File: src/rtl/vx_alu_dotp_pkg.sv
// Shared definitions for the packed-integer dot-product unit: element
// formats and how many elements fit in the 32-bit operand slice.
package vx_alu_dotp_pkg;

  typedef enum logic [1:0] {
    FMT_U8 = 2'd0,
    FMT_S8 = 2'd1,
    FMT_U4 = 2'd2,
    FMT_S4 = 2'd3
  } dotp_fmt_e;

  localparam int INT8_ELEMS = 4;
  localparam int INT4_ELEMS = 8;

endpackage

File: src/rtl/vx_alu_dotp_lane.sv
// One lane of the dot product: multiply packed elements of a and b, reduce,
// and optionally accumulate c. Purely combinational; wraps modulo 2^XLEN.
module vx_alu_dotp_lane
  import vx_alu_dotp_pkg::*;
#(
  parameter int XLEN = 32
) (
  input  logic [XLEN-1:0] a,
  input  logic [XLEN-1:0] b,
  input  logic [XLEN-1:0] c,
  input  logic [1:0]      fmt,
  input  logic            acc_en,
  output logic [XLEN-1:0] result
);

  logic                sgn;
  logic                is_int4;
  logic signed [8:0]   a8, b8;
  logic signed [17:0]  p8;
  logic signed [4:0]   a4, b4;
  logic signed [9:0]   p4;
  logic [XLEN-1:0]     sum8, sum4;

  // Elements are widened by one bit (zero or sign) so a single signed
  // multiplier handles both signed and unsigned formats.
  always_comb begin
    sgn     = (fmt == FMT_S8) || (fmt == FMT_S4);
    is_int4 = (fmt == FMT_U4) || (fmt == FMT_S4);
    a8   = '0;
    b8   = '0;
    p8   = '0;
    a4   = '0;
    b4   = '0;
    p4   = '0;
    sum8 = '0;
    sum4 = '0;
    for (int k = 0; k < INT8_ELEMS; k++) begin
      a8   = {sgn & a[8*k+7], a[8*k +: 8]};
      b8   = {sgn & b[8*k+7], b[8*k +: 8]};
      p8   = a8 * b8;
      sum8 = sum8 + {{(XLEN-18){p8[17]}}, p8};
    end
    for (int k = 0; k < INT4_ELEMS; k++) begin
      a4   = {sgn & a[4*k+3], a[4*k +: 4]};
      b4   = {sgn & b[4*k+3], b[4*k +: 4]};
      p4   = a4 * b4;
      sum4 = sum4 + {{(XLEN-10){p4[9]}}, p4};
    end
    result = (is_int4 ? sum4 : sum8) + (acc_en ? c : '0);
  end

endmodule

File: src/rtl/vx_alu_dotp.sv
// Pipelined multi-lane dot-product ALU with valid/ready handshake. The lanes
// compute into stage 0; remaining stages are an elastic shift pipeline.
module vx_alu_dotp
  import vx_alu_dotp_pkg::*;
#(
  parameter int NUM_LANES = 1,
  parameter int XLEN      = 32,
  parameter int LATENCY   = 2,
  parameter int TAG_WIDTH = 1
) (
  input  logic                      clk,
  input  logic                      reset,
  input  logic                      valid_in,
  output logic                      ready_in,
  input  logic [1:0]                fmt,
  input  logic                      acc_en,
  input  logic [NUM_LANES*XLEN-1:0] rs1_data,
  input  logic [NUM_LANES*XLEN-1:0] rs2_data,
  input  logic [NUM_LANES*XLEN-1:0] rs3_data,
  input  logic [TAG_WIDTH-1:0]      tag_in,
  output logic                      valid_out,
  input  logic                      ready_out,
  output logic [NUM_LANES*XLEN-1:0] data_out,
  output logic [TAG_WIDTH-1:0]      tag_out
);

  localparam int DW = NUM_LANES * XLEN;

  logic [DW-1:0]        lane_res;
  logic [LATENCY-1:0]   valid_q, valid_d;
  logic [LATENCY-1:0]   adv;
  logic [LATENCY-1:0]   load;
  logic [DW-1:0]        data_q [LATENCY];
  logic [TAG_WIDTH-1:0] tag_q  [LATENCY];

  for (genvar l = 0; l < NUM_LANES; l++) begin : g_lane
    vx_alu_dotp_lane #(.XLEN(XLEN)) u_lane (
      .a      (rs1_data[l*XLEN +: XLEN]),
      .b      (rs2_data[l*XLEN +: XLEN]),
      .c      (rs3_data[l*XLEN +: XLEN]),
      .fmt    (fmt),
      .acc_en (acc_en),
      .result (lane_res[l*XLEN +: XLEN])
    );
  end

  // A stage can move unless it and every stage downstream of it is full
  // while the consumer stalls; this collapses bubbles without a ripple chain.
  for (genvar i = 0; i < LATENCY; i++) begin : g_adv
    assign adv[i] = ready_out || !(&valid_q[LATENCY-1:i]);
  end

  always_comb begin
    valid_d    = valid_q;
    load       = '0;
    valid_d[0] = adv[0] ? valid_in : valid_q[0];
    load[0]    = adv[0] && valid_in;
    for (int i = 1; i < LATENCY; i++) begin
      valid_d[i] = adv[i] ? valid_q[i-1] : valid_q[i];
      load[i]    = adv[i] && valid_q[i-1];
    end
  end

  always_ff @(posedge clk or negedge reset) begin
    if (!reset) begin
      valid_q <= '0;
      for (int i = 0; i < LATENCY; i++) begin
        data_q[i] <= '0;
        tag_q[i]  <= '0;
      end
    end else begin
      valid_q <= valid_d;
      if (load[0]) begin
        data_q[0] <= lane_res;
        tag_q[0]  <= tag_in;
      end
      for (int i = 1; i < LATENCY; i++) begin
        if (load[i]) begin
          data_q[i] <= data_q[i-1];
          tag_q[i]  <= tag_q[i-1];
        end
      end
    end
  end

  assign ready_in  = adv[0];
  assign valid_out = valid_q[LATENCY-1];
  assign data_out  = data_q[LATENCY-1];
  assign tag_out   = tag_q[LATENCY-1];

endmodule

File: config.mk
export PLATFORM = sky130hd
export DESIGN_NAME = vx_alu_dotp
export DESIGN_NICKNAME = d
export VERILOG_FILES = /design/src/rtl/vx_alu_dotp_pkg.sv /design/src/rtl/vx_alu_dotp_lane.sv /design/src/rtl/vx_alu_dotp.sv
export SDC_FILE = /design/constraint.sdc
export NUM_CORES = 2
export LEC_CHECK = 0
export BUFFER_PORTS_ARGS = -buffer_cell sky130_fd_sc_hd__buf_4
export CORE_MARGIN = 8
export CORE_UTILIZATION = 35
export CTS_CLUSTER_SIZE = 30
export DETAILED_ROUTE_END_ITERATION = 8
export GPL_TIMING_DRIVEN = 0
export PLACE_DENSITY = 0.57
export SYNTH_ARGS = -nofsm -noshare
export SYNTH_HDL_FRONTEND = slang
export SYNTH_SLANG_ARGS = --single-unit
File: constraint.sdc
create_clock -name clk -period 2.65 [get_ports clk]
set_clock_uncertainty 0.2 [all_clocks]
set_input_delay 0.1325 -clock clk [delete_from_list [all_inputs] [get_ports clk]]
set_output_delay 0.1325 -clock clk [all_outputs]
set_load 0.1 [all_outputs]
Yosys cells after proc, flatten, opt, wreduce, memory -nomap -nowiden

Index checks and enable logic that the tools add are counted.

Order comparisons: 0
Equality and inequality tests: 3
Multipliers: 12
Bitwise logic cells: 16
Mux-type cells: 2
Shift-type cells: 0
Reduce and logical (&&, ||, !) cells: 9
Div/mod/pow operators: 0
$add $sub $neg: 11

Operators with widths:

| kind                                          | number |
|---|---|
| adder 32 bit                                  | 9 |
| multiplier 5 x 5 -> 10 bit                    | 8 |
| multiplier 9 x 9 -> 18 bit                    | 4 |
| 2-to-1 mux 32 bit                             | 2 |
| adder 18 x 18 -> 19 bit                       | 1 |
| bitwise AND 1 bit                             | 16 |
| adder 10 x 10 -> 11 bit                       | 1 |
| == test 2 bit, second input constant          | 2 |
| logical OR 1 bit                              | 4 |
| == test 2 x 1 -> 1 bit, second input constant | 1 |
| logical AND 1 bit                             | 2 |
| zero test 1 bit                               | 2 |
| AND reduction 2 bit                           | 1 |

Memory bits (writable): 0
Memories kept: 0
ROM bits: 0
Output and inout port bits: 35
Bits in latches: 0
Word-level logic and storage cells: 59
Input bits: 104
Flip-flop bits (word level): 68

Longest topological paths before layout

Depth in word-level cells: 13
Gate-level depth with buffers: 45
Gate-level depth less buffers: 45

By module

Synthesis repeated with hierarchy kept, for this count alone.

Cell total of the unflattened synthesis: 2,749
Area, all modules: 27,301.2 µm²

By module, submodules not included:

| module           | cells an instance | area each (µm²) | times used | seq. area each (µm²) |
|---|---|---|---|---|
| vx_alu_dotp_lane | 2,571             | 24,352.1        | 1          | 0.0 |
| vx_alu_dotp      | 178               | 2,949.1         | 1          | 1,701.6 |

Least setup slack after synthesis

OpenSTA, ideal clock, no wires.

Path kind: input to register
Start: input port fmt[0]
End: register data_q[62] (netlist bit)
Buffers on the path: 2
Path slack: -8.228 ns
Required time: 2.321 ns
Stages: 42
Setup time: 0.129 ns
Arrival time: 10.550 ns
Cell sequence: clkbuf_1 -> buf_1 -> nand2_1 -> inv_1 -> fa_1 -> fa_1 -> fa_1 -> inv_1 -> fa_1 -> fa_1 -> inv_1 -> ha_1 -> inv_1 -> o21ai_0 -> a21oi_1 -> o21bai_1 -> a21o_1 -> a21oi_1 -> (+6 left out) -> ha_1 -> a21o_1 -> a21o_1 -> o21bai_1 -> a21o_1 -> a221oi_1 -> fa_1 -> a21oi_1 -> ha_1 -> a21o_1 -> a21o_1 -> a211oi_1 -> o31ai_2 -> a21oi_1 -> o21ai_1 -> o41ai_1 -> xor2_1 -> o21ai_1

Longest elaborated chain between the ends: 13
Elaborated cells on any way between the ends: 45
Those cells by class: add/sub (11); mul (12); eq/ne (3); mux (1); bitwise (16); reduce/logical (2)

RTL lines:

| element                                                 | line                                           | source |
|---|---|---|
| start: declaration                                      | vx_alu_dotp.sv:15                              | `input logic [1:0] fmt,` |
| == test 2 x 1 -> 1 bit or == test 2 bit (tied branches) | vx_alu_dotp_lane.sv:27, vx_alu_dotp_lane.sv:28 |  |
| logical OR 1 bit                                        | vx_alu_dotp_lane.sv:27                         | `sgn = (fmt == FMT_S8) \|\| (fmt == FMT_S4);` |
| bitwise AND 1 bit (on tied branches)                    | n/a                                            |  |
| multiplier 5 x 5 -> 10 bit                              | vx_alu_dotp_lane.sv:46                         | `p4 = a4 * b4;` |
| adder 10 x 10 -> 11 bit                                 | vx_alu_dotp_lane.sv:47                         | `sum4 = sum4 + {{(XLEN-10){p4[9]}}, p4};` |
| adder 32 bit (6 in series)                              | vx_alu_dotp_lane.sv:47                         |  |
| 2-to-1 mux 32 bit *                                     | vx_alu_dotp_lane.sv:49                         | `result = (is_int4 ? sum4 : sum8) + (acc_en ? c : '0);` |
| adder 32 bit *                                          | vx_alu_dotp_lane.sv:49                         |  |
| end signal: indexed assignment                          | vx_alu_dotp.sv:79                              | `data_q[i] <= data_q[i-1];` |
| end: declaration                                        | vx_alu_dotp.sv:33                              | `logic [DW-1:0] data_q [LATENCY];` |

Every way passes the cells marked *; elsewhere a longest branch is shown, timed or not.
A chain may end at the register's enable or synchronous reset.

Final worst setup path

Same ends and word-level chain as after synthesis.

==> impl_metrics.tcl <==
set metrics [dict create \
    clock_latency_ps 320 \
    layout_common_cells "inv_1, fa_1, ha_1, nand2_1, buf_4" \
    firstDrtPassIters 5 \
    worst_slack_ps -7940 \
    clock-sinks 68 \
    synth-seq-area-share 0.0637 \
    drtAntennaViolNets 0 \
    synth-edff-count 0 \
    grt_first_pass_wirelength_um 108000 \
    drive_gt1_frac 0.161 \
    root_buffer "clkbuf_16" \
    slowest_delay_ps 580 \
    cts_tree "built" \
    core-area_sq_um 75700 \
    yosysWarningCount 0 \
    dieArea_sq_um 85400 \
    crit_path_end_kind "flip-flop" \
    grt_antenna_before_repair 8 \
    reg2reg_slack_ps 720 \
    path_class "input pin to flip-flop" \
    synthArstFlopShare 1.00 \
    rsz0062_at_grt "true" \
    avgSynthCellArea_sq_um 9.28 \
    finalMaxSlewViolations 0 \
    post_dp_cell_area_sq_um 29300 \
    final-setup-viol-count 31 \
    fin_setup_tns_ps -201300 \
    mappedNetlistArea_sq_um 26700 \
    synth_cell_types 64 \
    fin_crit_ps 10590 \
    cts_htree_levels 3 \
    overflow 0 \
    die_y_um 292 \
    viasPerCell 4.65 \
    final_cells 4060 \
    relSlewSlack 0.424 \
    portBuffers 111 \
    route.detailed.drc 0 \
    cts_buffer_depth 2 \
    path_clk_slew_ps 50 \
    synth_nets 3844 \
    fmax_ghz 0.0945 \
    min_period_over_period 4.00 \
    hold_class "input pin to flip-flop" \
    groute.usage.overall 0.158 \
    syn2layout_area_growth_pct 16.6 \
    initial_utilization 0.353 \
    r2r-start "valid_q[1]" \
    nets 4036 \
    synth_top_flop_cell "dfrtp_1" \
    dp.cells 3968 \
    r2r_cells 4 \
    violations "negative setup slack" \
    synth_seq_cells 68 \
    status "finished with violations" \
    cts_inserted_buffers 9 \
    worst_path_most_repeated_cell "fa_1" \
    gp_congestion 0.879 \
    tightest_slew_ps 864 \
    die_w_um 292 \
    vias 18900 \
    routedWlPerCell_um 16.5 \
    mostFrequentLayoutCell "inv_1" \
    synthCells 2879 \
    path_max_fanout 6 \
    finalHoldWorstSlack_ps 122 \
    hold_violations 0 \
    arrival_ps 10580 \
    r2r_end "data_out[11]" \
    hp-start "rs3_data[0]" \
    holdPathEnd "data_q[32]" \
    stdcell_area_sq_um 31200 \
    max_cap_viol_count 0 \
    dpl.hpwl_um 58600 \
    grt_max_degree 69 \
    cp-start-kind "input pin" \
    cp.required_ps 2640 \
    cpMaxStageDelayCell "fa_2" \
    io_pins 139 \
    drt_iter0_markers 837 \
    routed_wl_um 67000 \
    grt_pass1_vias 19800 \
    rows 101 \
    holdPathStages 4 \
]
flip-flops by register name, indices dropped and copies added, names as in the netlist:
| name | count |
|---|---|
| valid_q | 2 |
| data_out | 32 |
| tag_out | 1 |
| data_q | 32 |
| tag_q | 1 |
cells in the mapped netlist (3+ instances only):
master / n / area (sq um)
a211o_1: 3 / 26.3
a211oi_1: 8 / 60.1
a21boi_0: 9 / 67.6
a21o_1: 42 / 315
a21oi_1: 109 / 546
a21oi_2: 5 / 43.8
a31oi_1: 5 / 31.3
and2_1: 183 / 1140
and3_1: 22 / 138
buf_1: 4 / 15.0
buf_4: 32 / 240
clkbuf_1: 66 / 248
dfrtp_1: 68 / 1700
fa_1: 527 / 10600
ha_1: 334 / 4180
inv_1: 700 / 2630
mux2_2: 37 / 417
nand2_1: 203 / 762
nand2b_1: 34 / 213
nand3_1: 28 / 140
nand3b_1: 4 / 30.0
nand4_1: 10 / 62.6
nor2_1: 57 / 214
nor2b_1: 14 / 87.6
nor3_1: 12 / 60.1
o211ai_1: 3 / 22.5
o21a_1: 6 / 45.0
o21ai_0: 79 / 395
o21ai_1: 6 / 30.0
o21bai_1: 25 / 188
o31ai_2: 3 / 37.5
or2_2: 15 / 93.8
or3_1: 6 / 37.5
xnor2_1: 136 / 1190
xor2_1: 48 / 420
worst max-delay path by stage:
| stage | from | end | slack, ps | cells past startpoint |
|---|---|---|---|---|
| 2_1_floorplan | fmt[0] | data_q[63] | -7310 | 42 |
| 3_3_place_gp | fmt[0] | data_q[62] | -9090 | 41 |
| 3_5_place_dp | fmt[0] | data_q[62] | -9100 | 41 |
| 4_1_cts | fmt[0] | data_q[62] | -7940 | 43 |
| 5_1_grt | fmt[0] | data_q[62] | -8330 | 43 |
| 6_report | fmt[0] | data_q[62] | -7940 | 43 |
critical path: cells and delay by family:
family | cells | cell delay, ps
buffers and inverters | 7 | 630
xor gates and xnor gates | 2 | 570
adders and majority gates | 13 | 5810
AOI/OAI and AO/OA | 20 | 3330
and+or+nand+nor | 1 | 80
stage by stage:
step | utilization | setup slack (ps)
floorplan | - | -7310
global route | 0.411 | -8330
CTS | 0.402 | -7940
detailed placement | 0.387 | -9100
finish | 0.412 | -7940
global placement | 0.387 | -9090
cell type report:
class / count / area, sq um
repair buffers: 182 / 1490
clock buffers: 13 / 280
flip-flops and latches: 68 / 1710
multi-input cells: 2008 / 23000
fillers: 7489 / 44500
inverters: 700 / 2640
plain buffers: 102 / 729
diodes: 6 / 15.0
well taps: 978 / 1220
clock inverters: 3 / 42.5
cell families (layout without fill, tap and decap cells):
family	after synthesis	in the layout	share of synthesized area
simple gates	599	599	0.115
fa+ha+maj	861	861	0.551
xor+xnor	184	184	0.0603
flops	68	68	0.0637
compound gates	326	326	0.0765
mux	38	38	0.0160
buf+inv	803	1000	0.117
other cells	0	6	0
routing by layer:
layer  vias to the layer above  GRT usage  share of wire
li1                       9157          -              -
met2                       352      0.258           0.46
met5                         -          0        0.00034
met1                      9298      0.223           0.47
met4                         4     0.0361          0.022
met3                        50     0.0178          0.041
repair_timing:
action	4_1_cts	5_1_grt
hold buffers	5	0
gates resized for setup	122	100
endpoints found under the setup margin	32	32
buffers inserted	37	30
hold endpoints to repair	71	0
pin swaps	67	96
Power is left out: the tool's default activity adds up to more than one toggle a clock period on the data nets, which glitch-free logic cannot reach.
